**config.mk**
```make
export PLATFORM = sky130hd
export DESIGN_NAME = regfile_sb
export DESIGN_NICKNAME = d
export VERILOG_FILES = /design/src/rtl/regfile_sb.sv
export SDC_FILE = /design/constraint.sdc
export NUM_CORES = 2
export LEC_CHECK = 0
export CAP_MARGIN = 20
export CORE_MARGIN = 5
export CORE_UTILIZATION = 50
export DETAILED_ROUTE_END_ITERATION = 16
export PLACE_DENSITY = 0.67
export REMOVE_ABC_BUFFERS = 1
export SYNTH_ARGS = -nofsm -noshare
export SYNTH_HDL_FRONTEND = slang
export SYNTH_SLANG_ARGS = --single-unit
```
**constraint.sdc**
```tcl
create_clock -name clk -period 6.6 [get_ports clk]
set_input_delay 0.66 -clock clk [delete_from_list [all_inputs] [get_ports clk]]
set_output_delay 0.66 -clock clk [all_outputs]
set_load 0.005 [all_outputs]
```
**src/rtl/regfile_sb.sv**
```systemverilog
// Register file with two combinational read ports, two write ports (B wins on
// collision) and a per-register busy scoreboard tracking issued producers.
module regfile_sb #(
    parameter int WIDTH    = 32,
    parameter int DEPTH    = 32,
    parameter bit ZERO_REG = 1'b1,
    localparam int AW      = (DEPTH > 1) ? $clog2(DEPTH) : 1
) (
    input  logic             clk,
    input  logic             reset,
    input  logic [AW-1:0]    ra1,
    input  logic [AW-1:0]    ra2,
    output logic [WIDTH-1:0] rd1,
    output logic [WIDTH-1:0] rd2,
    input  logic             wea,
    input  logic [AW-1:0]    waa,
    input  logic [WIDTH-1:0] wda,
    input  logic             web,
    input  logic [AW-1:0]    wab,
    input  logic [WIDTH-1:0] wdb,
    input  logic             iss_v,
    input  logic [AW-1:0]    iss_dst,
    output logic             busy1,
    output logic             busy2,
    output logic [AW:0]      pend_cnt
);

    localparam logic [AW:0] DEPTH_L = (AW+1)'(DEPTH);

    logic [WIDTH-1:0] mem_q [DEPTH];
    logic [WIDTH-1:0] mem_d [DEPTH];
    logic [DEPTH-1:0] busy_q;
    logic [DEPTH-1:0] busy_d;
    logic             wa_ok;
    logic             wb_ok;
    logic             iss_ok;
    logic [AW:0]      cnt;

    // Address is writable/readable: inside the array and not the hardwired zero register.
    function automatic logic addr_ok(input logic [AW-1:0] a);
        return ({1'b0, a} < DEPTH_L) && !(ZERO_REG && (a == '0));
    endfunction

    assign wa_ok  = wea && addr_ok(waa);
    assign wb_ok  = web && addr_ok(wab);
    assign iss_ok = iss_v && addr_ok(iss_dst);

    function automatic logic wr_hit(input logic [AW-1:0] ra);
        return (wa_ok && (waa == ra)) || (wb_ok && (wab == ra));
    endfunction

    // Bypass order B, then A, then storage; storage reads as zero while in reset.
    function automatic logic [WIDTH-1:0] rd_mux(input logic [AW-1:0] ra);
        if (!addr_ok(ra))             return '0;
        if (wb_ok && (wab == ra))     return wdb;
        if (wa_ok && (waa == ra))     return wda;
        if (reset)                    return '0;
        return mem_q[ra];
    endfunction

    always_comb begin
        mem_d  = mem_q;
        busy_d = busy_q;
        if (wa_ok) begin
            mem_d[waa]  = wda;
            busy_d[waa] = 1'b0;
        end
        if (wb_ok) begin
            mem_d[wab]  = wdb;
            busy_d[wab] = 1'b0;
        end
        // Issue applied last so a new producer supersedes a same-cycle writeback.
        if (iss_ok) begin
            busy_d[iss_dst] = 1'b1;
        end
    end

    always_ff @(posedge clk) begin
        if (reset) begin
            mem_q  <= '{default: '0};
            busy_q <= '0;
        end else begin
            mem_q  <= mem_d;
            busy_q <= busy_d;
        end
    end

    always_comb begin
        cnt = '0;
        for (int i = 0; i < DEPTH; i++) begin
            cnt = cnt + (AW+1)'(busy_q[i]);
        end
    end

    assign rd1      = rd_mux(ra1);
    assign rd2      = rd_mux(ra2);
    assign busy1    = !reset && addr_ok(ra1) && busy_q[ra1] && !wr_hit(ra1);
    assign busy2    = !reset && addr_ok(ra2) && busy_q[ra2] && !wr_hit(ra2);
    assign pend_cnt = reset ? '0 : cnt;

endmodule

```
==> results by group <==
Run status
  • Status: complete, no violations

Place
  • Placed cell areas: 67,100 um2
  • DP HPWL: 150 mm
  • PortBufs: 165
  • DP Worst Slack: 0.834 ns
  • GP Congestion: 0.898

Synth
  • Seq/Total Area, Yosys: about a third
  • Gate Count Post-Synth: 6,906
  • Synthesized flop and latch total: 1,056
  • Post-synth EDFFs: 0
  • Yosys cell types: 57
  • Synthesized area: 65,200 um2
  • Post-Syn Area per Cell: 9.44 um2
  • Post-synth top flop: dfxtp_1
  • Fraction of registers with async set/reset: 0%
  • Warnings, synthesis: 0

Worst setup path
  • Critical path data arrival time: 5.77 ns
  • Largest fanout on the critical path: 4
  • Worst Path Required: 5.94 ns
  • Setup Crit Path Kind: reg2out
  • CP Launch Type: register
  • Worst Setup End Kind: output pin

CTS
  • Number of buffers created by CTS: 118
  • Post-CTS Hold Fix Bufs: 0
  • # H-tree levels: 3
  • Clock Sinks: between 1,000 and 1,500
  • CTS Buffer Depth: 3
  • CTS tree: yes
  • Root Driver: clkbuf_16
  • Worst-Skew Late Latency: 0.72 ns
  • CTS resizes: 0
  • Post-CTS Setup Inserts: 0
  • Worst-path clk slew: around 0.06 ns

Route
  • Vias per inst: 7.44
  • DR iter-0 viols: 10,400
  • Vias: slightly above 60,000
  • DR pass1 iterations: 6
  • WL final: 283 mm
  • # DRC: 0
  • Routed Antenna Nets: 0
  • WL/cell: around 34 um

Timing
  • Endpoints failing setup: 0
  • Final hold slack: 0.399 ns
  • Max_slew headroom: 13.8%
  • Min Tclk post-route: 6.43 ns
  • Max Freq: about 160 MHz
  • Worst setup slack after layout: 0.172 ns
  • Max Clock Skew: 0 ns
  • Endpoints failing hold: 0
  • Final Cycle Share: 97.4%
  • Fin Setup TNS: 0 ns
  • Measured slew at the worst slew-check pin: around 1.3 ns
  • RSZ-0062 raised after global routing: no
  • Slew Limit Fails: 0

Global route
  • Largest net degree at the start of global routing: around 190
  • Vias in the first global route: 59,700
  • Initial antenna violation count: 8
  • GR Overflow Total: 0
  • Global router's overall resource usage: 39.7%
  • First-pass GRT wire length: between 400 and 500 mm

Power
  • Worst VDD drop: about 250 uV
  • Leakage: roughly 25 nW
  • Power per cell area: 214 nW/um2

Cells and area
  • Area growth from synthesis to layout: 9.11%
  • Final Util: 54.9%
  • Post-route cell area: 71,100 um2
  • Share of cells above drive strength 1: ~16%
  • Final net count: 6,552
  • # fillers: ~11,000

Run
  • Max_cap viols: 0

Floorplan
  • Die height: 371 um
  • Die width: 371 um
  • Core area: 129,000 um2
  • Die Area: 138,000 um2
  • Num rows: 132
  • I/O pin count: 166
  • Initial Util: 50.3%

Min path
  • Min-delay worst type: in2reg
[metrics by stage]
step	cells	total power, mW
floorplan	5939	7.35
global placement	8043	8.39
detailed placement	8044	8.41
CTS	8263	15.1
global route	8268	15.5
finish	8274	15.3
[synthesized netlist by cell type (6+ instances only)]
master | instances | area, um2
xnor2_1 | 15 | 131
fa_1 | 24 | 480
buf_1 | 101 | 379
a21o_1 | 67 | 503
ha_1 | 7 | 87.6
a22oi_1 | 260 | 1950
nand3b_1 | 11 | 82.6
a32oi_1 | 15 | 131
nor2b_1 | 43 | 269
and3_1 | 6 | 37.5
a31oi_1 | 66 | 413
buf_6 | 22 | 248
nor3_1 | 8 | 40.0
a311oi_1 | 321 | 2810
mux4_2 | 532 | 12000
nand3_1 | 366 | 1830
clkbuf_2 | 21 | 105
nand2_1 | 481 | 1810
a211oi_1 | 671 | 5040
inv_1 | 44 | 165
buf_4 | 45 | 338
and2_1 | 35 | 219
buf_2 | 179 | 896
clkbuf_1 | 599 | 2250
xor2_1 | 7 | 61.3
dfxtp_1 | 1056 | 21100
a21oi_1 | 79 | 395
nor2_1 | 1036 | 3890
nor2_2 | 10 | 62.6
mux2i_1 | 673 | 6740
o21ai_0 | 64 | 320
[logic make-up after synthesis]
logic type | after synthesis | share of synthesized area (%)
fa+ha+maj | 31 | 0.872
xor+xnor | 22 | 0.296
flops | 1056 | 32.4
simple gates | 2031 | 13.1
compound gates | 1549 | 17.8
mux | 1205 | 28.7
buf+inv | 1012 | 6.73
[path summary, 6_finish.rpt]
kind	from	end	slack (ns)	cells past startpoint
worst max-delay path	busy_q[5]	pend_cnt[4]	0.17	15
worst min-delay path	reset	busy_q[0]	0.40	2
worst max register to register	mem_q[463]	mem_q[463]	5.68	2
worst min register to register	mem_q[1017]	mem_q[1017]	0.48	1
[final cells by class]
| cell class | count | area [um2] | area share [%] |
|---|---|---|---|
| inverter | 45 | 169 | 0.238 |
| tap | 1742 | 2180 | 3.07 |
| antenna | 6 | 15.0 | 0.0211 |
| sequential | 1056 | 21100 | 29.7 |
| timing repair buffer | 368 | 3500 | 4.93 |
| multi-input combinational | 4838 | 40200 | 56.5 |
| clock inverter | 33 | 404 | 0.568 |
| clock buffer | 186 | 3540 | 4.98 |
[critical path, cell delays in order (launching register included)]
cell	delay, ns
dfxtp_1	0.39
inv_1	0.08
fa_1	0.50
fa_1	0.54
fa_1	0.44
fa_1	0.51
fa_1	0.43
fa_1	0.49
inv_1	0.04
ha_1	0.21
fa_2	0.41
a21o_1	0.16
a21oi_1	0.17
xor2_1	0.15
nor2_1	0.05
clkdlybuf4s50_1	0.47
[registers in the layout, indices dropped and copies added, names as in the netlist]
register  flops
busy_q       32
mem_q      1024
[layout by cell type, fill, tap and decap left out, types with 23 or more instances in the layout]
cell / synthesis / layout
mux4_2: 532 / 532
inv_1: 44 / 44
clkbuf_1: 599 / 37
a311oi_1: 321 / 321
o21ai_0: 64 / 64
a22oi_1: 260 / 260
a211oi_1: 671 / 671
a21o_1: 67 / 67
clkbuf_16: 0 / 120
nand2_1: 481 / 432
clkbuf_8: 0 / 29
mux2i_1: 673 / 673
clkdlybuf4s50_1: 0 / 160
a31oi_1: 66 / 66
nand3_1: 366 / 366
nand2_4: 0 / 37
buf_4: 45 / 178
nor2b_1: 43 / 38
nor2_1: 1036 / 1032
fa_1: 24 / 23
and2_1: 35 / 33
dfxtp_1: 1056 / 1053
a21oi_1: 79 / 79
[power by group]
group / switching, mW / internal (mW) / leakage [nW] / total, mW
logic: 1.21 / 0.576 / 14.9 / 1.79
clock network: 2.91 / 3.97 / 1.95 / 6.88
registers: 0.0882 / 6.50 / 8.53 / 6.58
total: 4.21 / 11.0 / 25.4 / 15.3
[routing by layer]
metal  vias to the layer above  wire [um]  GRT usage [%]
met3                      1607      41700           13.6
met2                      5388     118000           58.0
li1                      25000          -              -
met5                         -         13              0
met1                     29600      97400           48.8
met4                         2      25300           28.9
Power figures use the tool's default switching activity.
